--- config.mk ---
export PLATFORM = sky130hd
export DESIGN_NAME = kf8259_cpu_interrupt_acknowledge
export DESIGN_NICKNAME = d
export VERILOG_FILES = /design/src/rtl/kf8259_cpu_pkg.sv /design/src/rtl/kf8259_cpu_interrupt_acknowledge.sv
export SDC_FILE = /design/constraint.sdc
export NUM_CORES = 1
export LEC_CHECK = 0
export CAP_MARGIN = 30
export CELL_PAD_IN_SITES_DETAIL_PLACEMENT = 2
export CELL_PAD_IN_SITES_GLOBAL_PLACEMENT = 2
export CORE_UTILIZATION = 29
export CTS_CLUSTER_DIAMETER = 40
export CTS_CLUSTER_SIZE = 10
export DETAILED_ROUTE_END_ITERATION = 16
export GPL_ROUTABILITY_DRIVEN = 0
export GPL_TIMING_DRIVEN = 0
export PLACE_DENSITY_LB_ADDON = 0.1
export RECOVER_POWER = 25
export SLEW_MARGIN = 20
export SYNTH_ARGS = -nofsm -noshare
export SYNTH_HDL_FRONTEND = slang
export SYNTH_SLANG_ARGS = --single-unit
--- constraint.sdc ---
create_clock -name clock -period 1.8 [get_ports clock]
set_input_delay 0.18 -clock clock [delete_from_list [all_inputs] [get_ports clock]]
set_output_delay 0.18 -clock clock [all_outputs]
set_load 0.02 [all_outputs]
--- src/rtl/kf8259_cpu_pkg.sv ---
// kf8259_cpu_pkg: shared types and constants for the CPU-side interrupt acknowledge block
package kf8259_cpu_pkg;
    typedef enum logic [1:0] {IDLE, PULSE, GAP, HOLD} state_t;
    localparam logic [7:0] CALL_OPCODE_DEFAULT = 8'hCD;
    localparam int INTA_PULSES_8086 = 2;
    localparam int INTA_PULSES_8080 = 3;
endpackage

--- src/rtl/kf8259_cpu_interrupt_acknowledge.sv ---
// kf8259_cpu_interrupt_acknowledge: drives the INTA_n pulse train for an 8259A and returns the captured vector/CALL address
module kf8259_cpu_interrupt_acknowledge
    import kf8259_cpu_pkg::*;
#(
    parameter int INTA_PULSE_CYCLES = 2,
    parameter int INTA_GAP_CYCLES = 1,
    parameter logic [7:0] CALL_OPCODE = CALL_OPCODE_DEFAULT
) (
    input  logic        clock,
    input  logic        reset,
    input  logic        interrupt_enable,
    input  logic        mode_8086,
    input  logic        interrupt_to_cpu,
    output logic        interrupt_acknowledge_n,
    input  logic [7:0]  data_bus_in,
    output logic        busy,
    output logic        interrupt_taken,
    output logic        result_valid,
    input  logic        result_ready,
    output logic [7:0]  vector,
    output logic [15:0] call_address,
    output logic        opcode_error
);
    localparam int CW = $clog2(INTA_PULSE_CYCLES > INTA_GAP_CYCLES ? INTA_PULSE_CYCLES : INTA_GAP_CYCLES) + 1;

    state_t state;
    logic [CW-1:0] cnt;
    logic [1:0] idx;
    logic mode_latched;
    logic [7:0] captured [2];
    logic last;

    assign last = idx == (mode_latched ? 2'(INTA_PULSES_8086 - 1) : 2'(INTA_PULSES_8080 - 1));

    always_ff @(posedge clock) begin
        if (reset) begin
            state <= IDLE;
            cnt <= '0;
            idx <= '0;
            mode_latched <= 1'b1;
            captured[0] <= '0;
            captured[1] <= '0;
            interrupt_acknowledge_n <= 1'b1;
            busy <= 1'b0;
            interrupt_taken <= 1'b0;
            result_valid <= 1'b0;
            vector <= '0;
            call_address <= '0;
            opcode_error <= 1'b0;
        end else begin
            interrupt_taken <= 1'b0;
            case (state)
                IDLE: if (interrupt_to_cpu && interrupt_enable) begin
                    state <= PULSE;
                    cnt <= '0;
                    idx <= '0;
                    mode_latched <= mode_8086;
                    interrupt_acknowledge_n <= 1'b0;
                    interrupt_taken <= 1'b1;
                    busy <= 1'b1;
                end
                PULSE: if (cnt == CW'(INTA_PULSE_CYCLES - 1)) begin
                    cnt <= '0;
                    interrupt_acknowledge_n <= 1'b1;
                    if (last) begin
                        state <= HOLD;
                        result_valid <= 1'b1;
                        // the final byte is used straight off the bus on the edge that ends the last pulse
                        if (mode_latched) begin
                            vector <= data_bus_in;
                            opcode_error <= 1'b0;
                        end else begin
                            call_address <= {data_bus_in, captured[1]};
                            opcode_error <= captured[0] != CALL_OPCODE;
                        end
                    end else begin
                        state <= GAP;
                        captured[idx[0]] <= data_bus_in;
                    end
                end else begin
                    cnt <= cnt + CW'(1);
                end
                GAP: if (cnt == CW'(INTA_GAP_CYCLES - 1)) begin
                    state <= PULSE;
                    cnt <= '0;
                    idx <= idx + 2'd1;
                    interrupt_acknowledge_n <= 1'b0;
                end else begin
                    cnt <= cnt + CW'(1);
                end
                HOLD: if (result_ready) begin
                    state <= IDLE;
                    result_valid <= 1'b0;
                    busy <= 1'b0;
                end
                default: state <= IDLE;
            endcase
        end
    end
endmodule

Yosys cells after proc, flatten, opt, wreduce, memory -nomap -nowiden. Memories as Yosys holds them, arrays and structs flattened. A register that Yosys moved wholly into a read port is not among the register bits. Cells that the tools add are included.

Register bits: 36. Bits in writable memories: 16. Input port bits: 14. Output and inout bits: 29. Word-level logic and storage cells: 81. Memories: 1.

$add $sub $neg: 2. Eq/ne operators: 11. Multiplexer cells: 35. Bitwise gates (word level): 2. Reduce and logical (&&, ||, !) cells: 19.

Memory list: captured (words 2, bits a word 8, rd ports 2, clocked after memory_dff 1, write ports 2, line kf8259_cpu_interrupt_acknowledge.sv:30) `logic [7:0] captured [2];`.

Operators with widths (count): $reduce_and A4 Y1 (5); $mux W1 (19); $mux W2 (9); $ne A2 B2 Y1 const B (5); $reduce_and A3 Y1 (3); $mux W8 (1); $ne A8 B8 Y1 const B (1); $pmux W2 S4 (1); $reduce_or A8 Y1 (1); $pmux W2 S3 (1); $reduce_bool A2 Y1 (3); $add A2 B1 Y2 const B (2); $eq A2 B1 Y1 const B (2); $eq A2 B2 Y1 const B (2); $logic_not A2 Y1 (2); $pmux W1 S2 (2); $pmux W2 S2 (1); $reduce_and A2 Y1 (2); $pmux W1 S3 (1); $reduce_bool A3 Y1 (1); $eq A2 B2 Y1 (1); $not A1 Y1 (2); $reduce_or A2 Y1 (1); $logic_and A1 B1 Y1 (1).

Depth between registers and ports, before layout.
Word-level depth: 9. Gate-level depth with buffers: 8. Mapped depth without buffers: 5.

Least setup slack after synthesis. No wires, ideal clock.

Kind: flip-flop to flip-flop. From: register state[1]. To: memory captured[1][0] (enable). Library setup time: 0.309 ns. Data arrival time: 1.529 ns. Required time: 1.491 ns. Setup slack: -0.039 ns. Cell stages (with the launch flop): 8. Path buffers: 2. Clock period less this slack: 1.839 ns. Path through: dfxtp_1 -> inv_1 -> ha_1 -> buf_2 -> and2_1 -> clkbuf_1 -> o2111a_1 -> or2_2.

RTL lines: from (decl) (line kf8259_cpu_interrupt_acknowledge.sv:26) `state_t state;`; from (signal assigned) (line kf8259_cpu_interrupt_acknowledge.sv:37) `state <= IDLE;`; from (signal assigned) (line kf8259_cpu_interrupt_acknowledge.sv:54) `state <= PULSE;`; from (signal assigned) (line kf8259_cpu_interrupt_acknowledge.sv:66) `state <= HOLD;`; to (decl) (line kf8259_cpu_interrupt_acknowledge.sv:30).

==> results.cfg <==
[clock_network]
cts_tree = done
cts_root_buf = clkbuf_8
hold_buffers = 0
cts_buffers = 5
clock-sinks = 52
path_clk_slew_ps = 100
worstSkewPairLatency_ps = 320
htreeDepth = 2
cts_buffer_depth = 2

[timing]
hold_viol_final = 0
period_share = 0.950
drv_slew = 0
fmaxAchievable_mhz = 585
skew_ps = 10.3
setup_viol = 0
tightestPinTransition_ps = 547
worst_slack_ps = 90.5
relSlewSlack = 0.635
tns_ps = 0
whs_ps = 478
rsz0062_at_grt = no
period_needed_ps = 1710

[synthesis]
netlist_area_sq_mm = 0.00231
synth_nets = 261
syn_inst = 239
ys_ff_latch = 52
async_flop_share = 0
avgSynthCellArea_sq_um = 9.69
yosys_most_used_dff = dfxtp_1
synth_warnings = 0
ys_types = 41
synth_seq_area_share = 0.519
synth_edf_count = 16

[power_and_ir_drop]
ir_worst_vdd_v = 0.000314
internal-power_uw = 1720
total_power_uw = 2410
p_seq_frac = 0.531
p_per_area_mw_per_mm2 = 801
clkPwrFrac = 0.289
leakage_uw = 0.00109
sw_frac_of_total = 0.287
pwr-share-comb = 0.180
p_sw_uw = 693

[floorplan]
rows = 32
die_area_sq_mm = 0.00834
start_util = 0.300
io_pins = 43
die_w_um = 91.3
core_sq_mm = 0.00773
die_y_um = 91.3

[cells_and_area]
fill_cells = 856
syn2layout_area_growth_pct = 30.2
fin_nets = 310
diodes = 0
drive_gt1_frac = 0.118

[global_route]
grt-ovfl-total = 0
globalRouteMet3Util = 0.0293
busiest_layer = met2
antenna_found_initial = 0
use_met2 = 0.264
grt_use_met1 = 0.238
track_usage = 0.169
grt_pass1_vias = 1998
grt_max_degree = 17
grt_pass1_wl_mm = 10.7

[hold_path]
hold_class = reg -> reg
holdCritStartpoint = vector[0]$_SDFFE_PP0P_

[critical_path]
worstSetupEndpointType = flip-flop
cp_data_arrival_time_ps = 1730
worst-setup-path-type = reg -> reg
worst-path-max-fanout = 10
required_ps = 1820
cp-startpoint = state[1]$_SDFFE_PP0P_
reg2reg_from = state[1]$_SDFFE_PP0P_
cp-start-kind = flip-flop

[detailed_routing]
drc = 0
drt_wl_total_mm = 6.69
wire_per_inst_um = 17.1
antenna_left = 0
avgViaCountPerCell = 5.17
drt_iter0_markers = 53
num_vias = 2022
drt_pass1_iterations = 4

[placement]
pre_cts_ws_ps = -535
port_buffers = 41
hpwl_mm = 4.75

[run]
drv_cap = 0

[run_status]
outcome = complete, no violations
[registers in the layout (all words and copies together), names as in the netlist]
signal,cells
call_address,16
idx,2
opcode_error,1
interrupt_taken,1
result_valid,1
captured,16
busy,1
state,2
mode_latched,1
interrupt_acknowledge_n,1
vector,8
cnt,2
[cells in the final DEF (no fill, tap or decap), types with 8 or more instances in the layout]
cell and instances:
dlygate4sd3_1 21, dfxtp_1 34, o21ai_0 28, nand3_1 28, and2_1 17, clkdlybuf4s50_1 20
a21oi_1 31, edfxtp_1 16, inv_1 8
[synth_stat cells, drive strengths merged, types with 2 or more instances]
cell | count | area [sq um]
a2111oi | 2 | 23.8
a21oi | 31 | 155
and2 | 18 | 113
buf | 9 | 41.3
clkbuf | 8 | 30.0
dfxtp | 36 | 721
edfxtp | 16 | 480
ha | 8 | 100
inv | 9 | 33.8
mux2i | 2 | 20.0
nand2 | 7 | 26.3
nand3 | 28 | 140
nand4 | 2 | 12.5
nand4b | 2 | 17.5
nor2 | 2 | 7.51
nor2b | 5 | 31.3
nor3b | 3 | 27.5
o21ai | 28 | 140
o41ai | 3 | 26.3
or2 | 2 | 12.5
[layer usage]
layer / vias to the layer above / routed length (um)
met3: 10 / 214
li1: 959 / -
met4: 0 / 107
met2: 44 / 3090
met1: 1009 / 3280
met5: - / 0
[path summary, 6_finish.rpt]
kind,to,slack (ps),cells past startpoint
setup / recovery,captured[1][7]$_SDFFCE_PN0P_,90,6
hold / removal,vector[0]$_SDFFE_PP0P_,480,2
setup reg to reg,captured[1][7]$_SDFFCE_PN0P_,90,6
hold reg to reg,vector[0]$_SDFFE_PP0P_,480,2
[cell families (layout without fill, tap and decap cells)]
logic type / after synthesis / count (layout) / synth area share
simple gates: 76 / 76 / 0.192
compound gates: 75 / 75 / 0.192
flops: 52 / 52 / 0.519
buf+inv: 26 / 76 / 0.0454
fa+ha+maj: 8 / 8 / 0.0432
mux: 2 / 2 / 0.00865
[power by group through the flow]
| stage | Sequential [uW] | Combinational (uW) | Clock, uW |
|---|---|---|---|
| 3_5_place_dp | 1310 | 401 | 0 |
| 2_1_floorplan | 1320 | 229 | 0 |
| 3_3_place_gp | 1300 | 395 | 0 |
| 4_1_cts | 1280 | 416 | 726 |
| 6_report | 1280 | 435 | 697 |
| 5_1_grt | 1290 | 476 | 760 |
[critical path: stages (launching register included)]
cell,delay [ps]
dfxtp_1,350
inv_2,80
ha_2,190
buf_6,150
and2_4,210
o2111a_2,220
or2_4,210
[final cells by class]
class | count | area [sq um] | share of cell area
well taps | 102 | 128 | 0.0423
flip-flops and latches | 52 | 1200 | 0.399
repair buffers | 44 | 433 | 0.144
clock buffers | 6 | 72.6 | 0.0241
clock inverters | 2 | 16.3 | 0.00540
multi-input cells | 161 | 1050 | 0.350
plain buffers | 15 | 73.8 | 0.0245
inverters | 9 | 33.8 | 0.0112
[through the flow]
stage          instance area [sq um]   util  std cells
6_report                        3010  0.390        391
5_1_grt                         3010  0.390        391
4_1_cts                         2990  0.386        391
3_5_place_dp                    2870  0.371        382
3_3_place_gp                    2870  0.371        382
2_1_floorplan                   2330      -        239
[timing repair]
action                                  CTS  global route
endpoints found under the setup margin   53            59
gates resized for setup                   7            15
pin swaps                                 1             0
setup buffers                             2             1
Note: power is estimated with default switching activity, not from simulation.
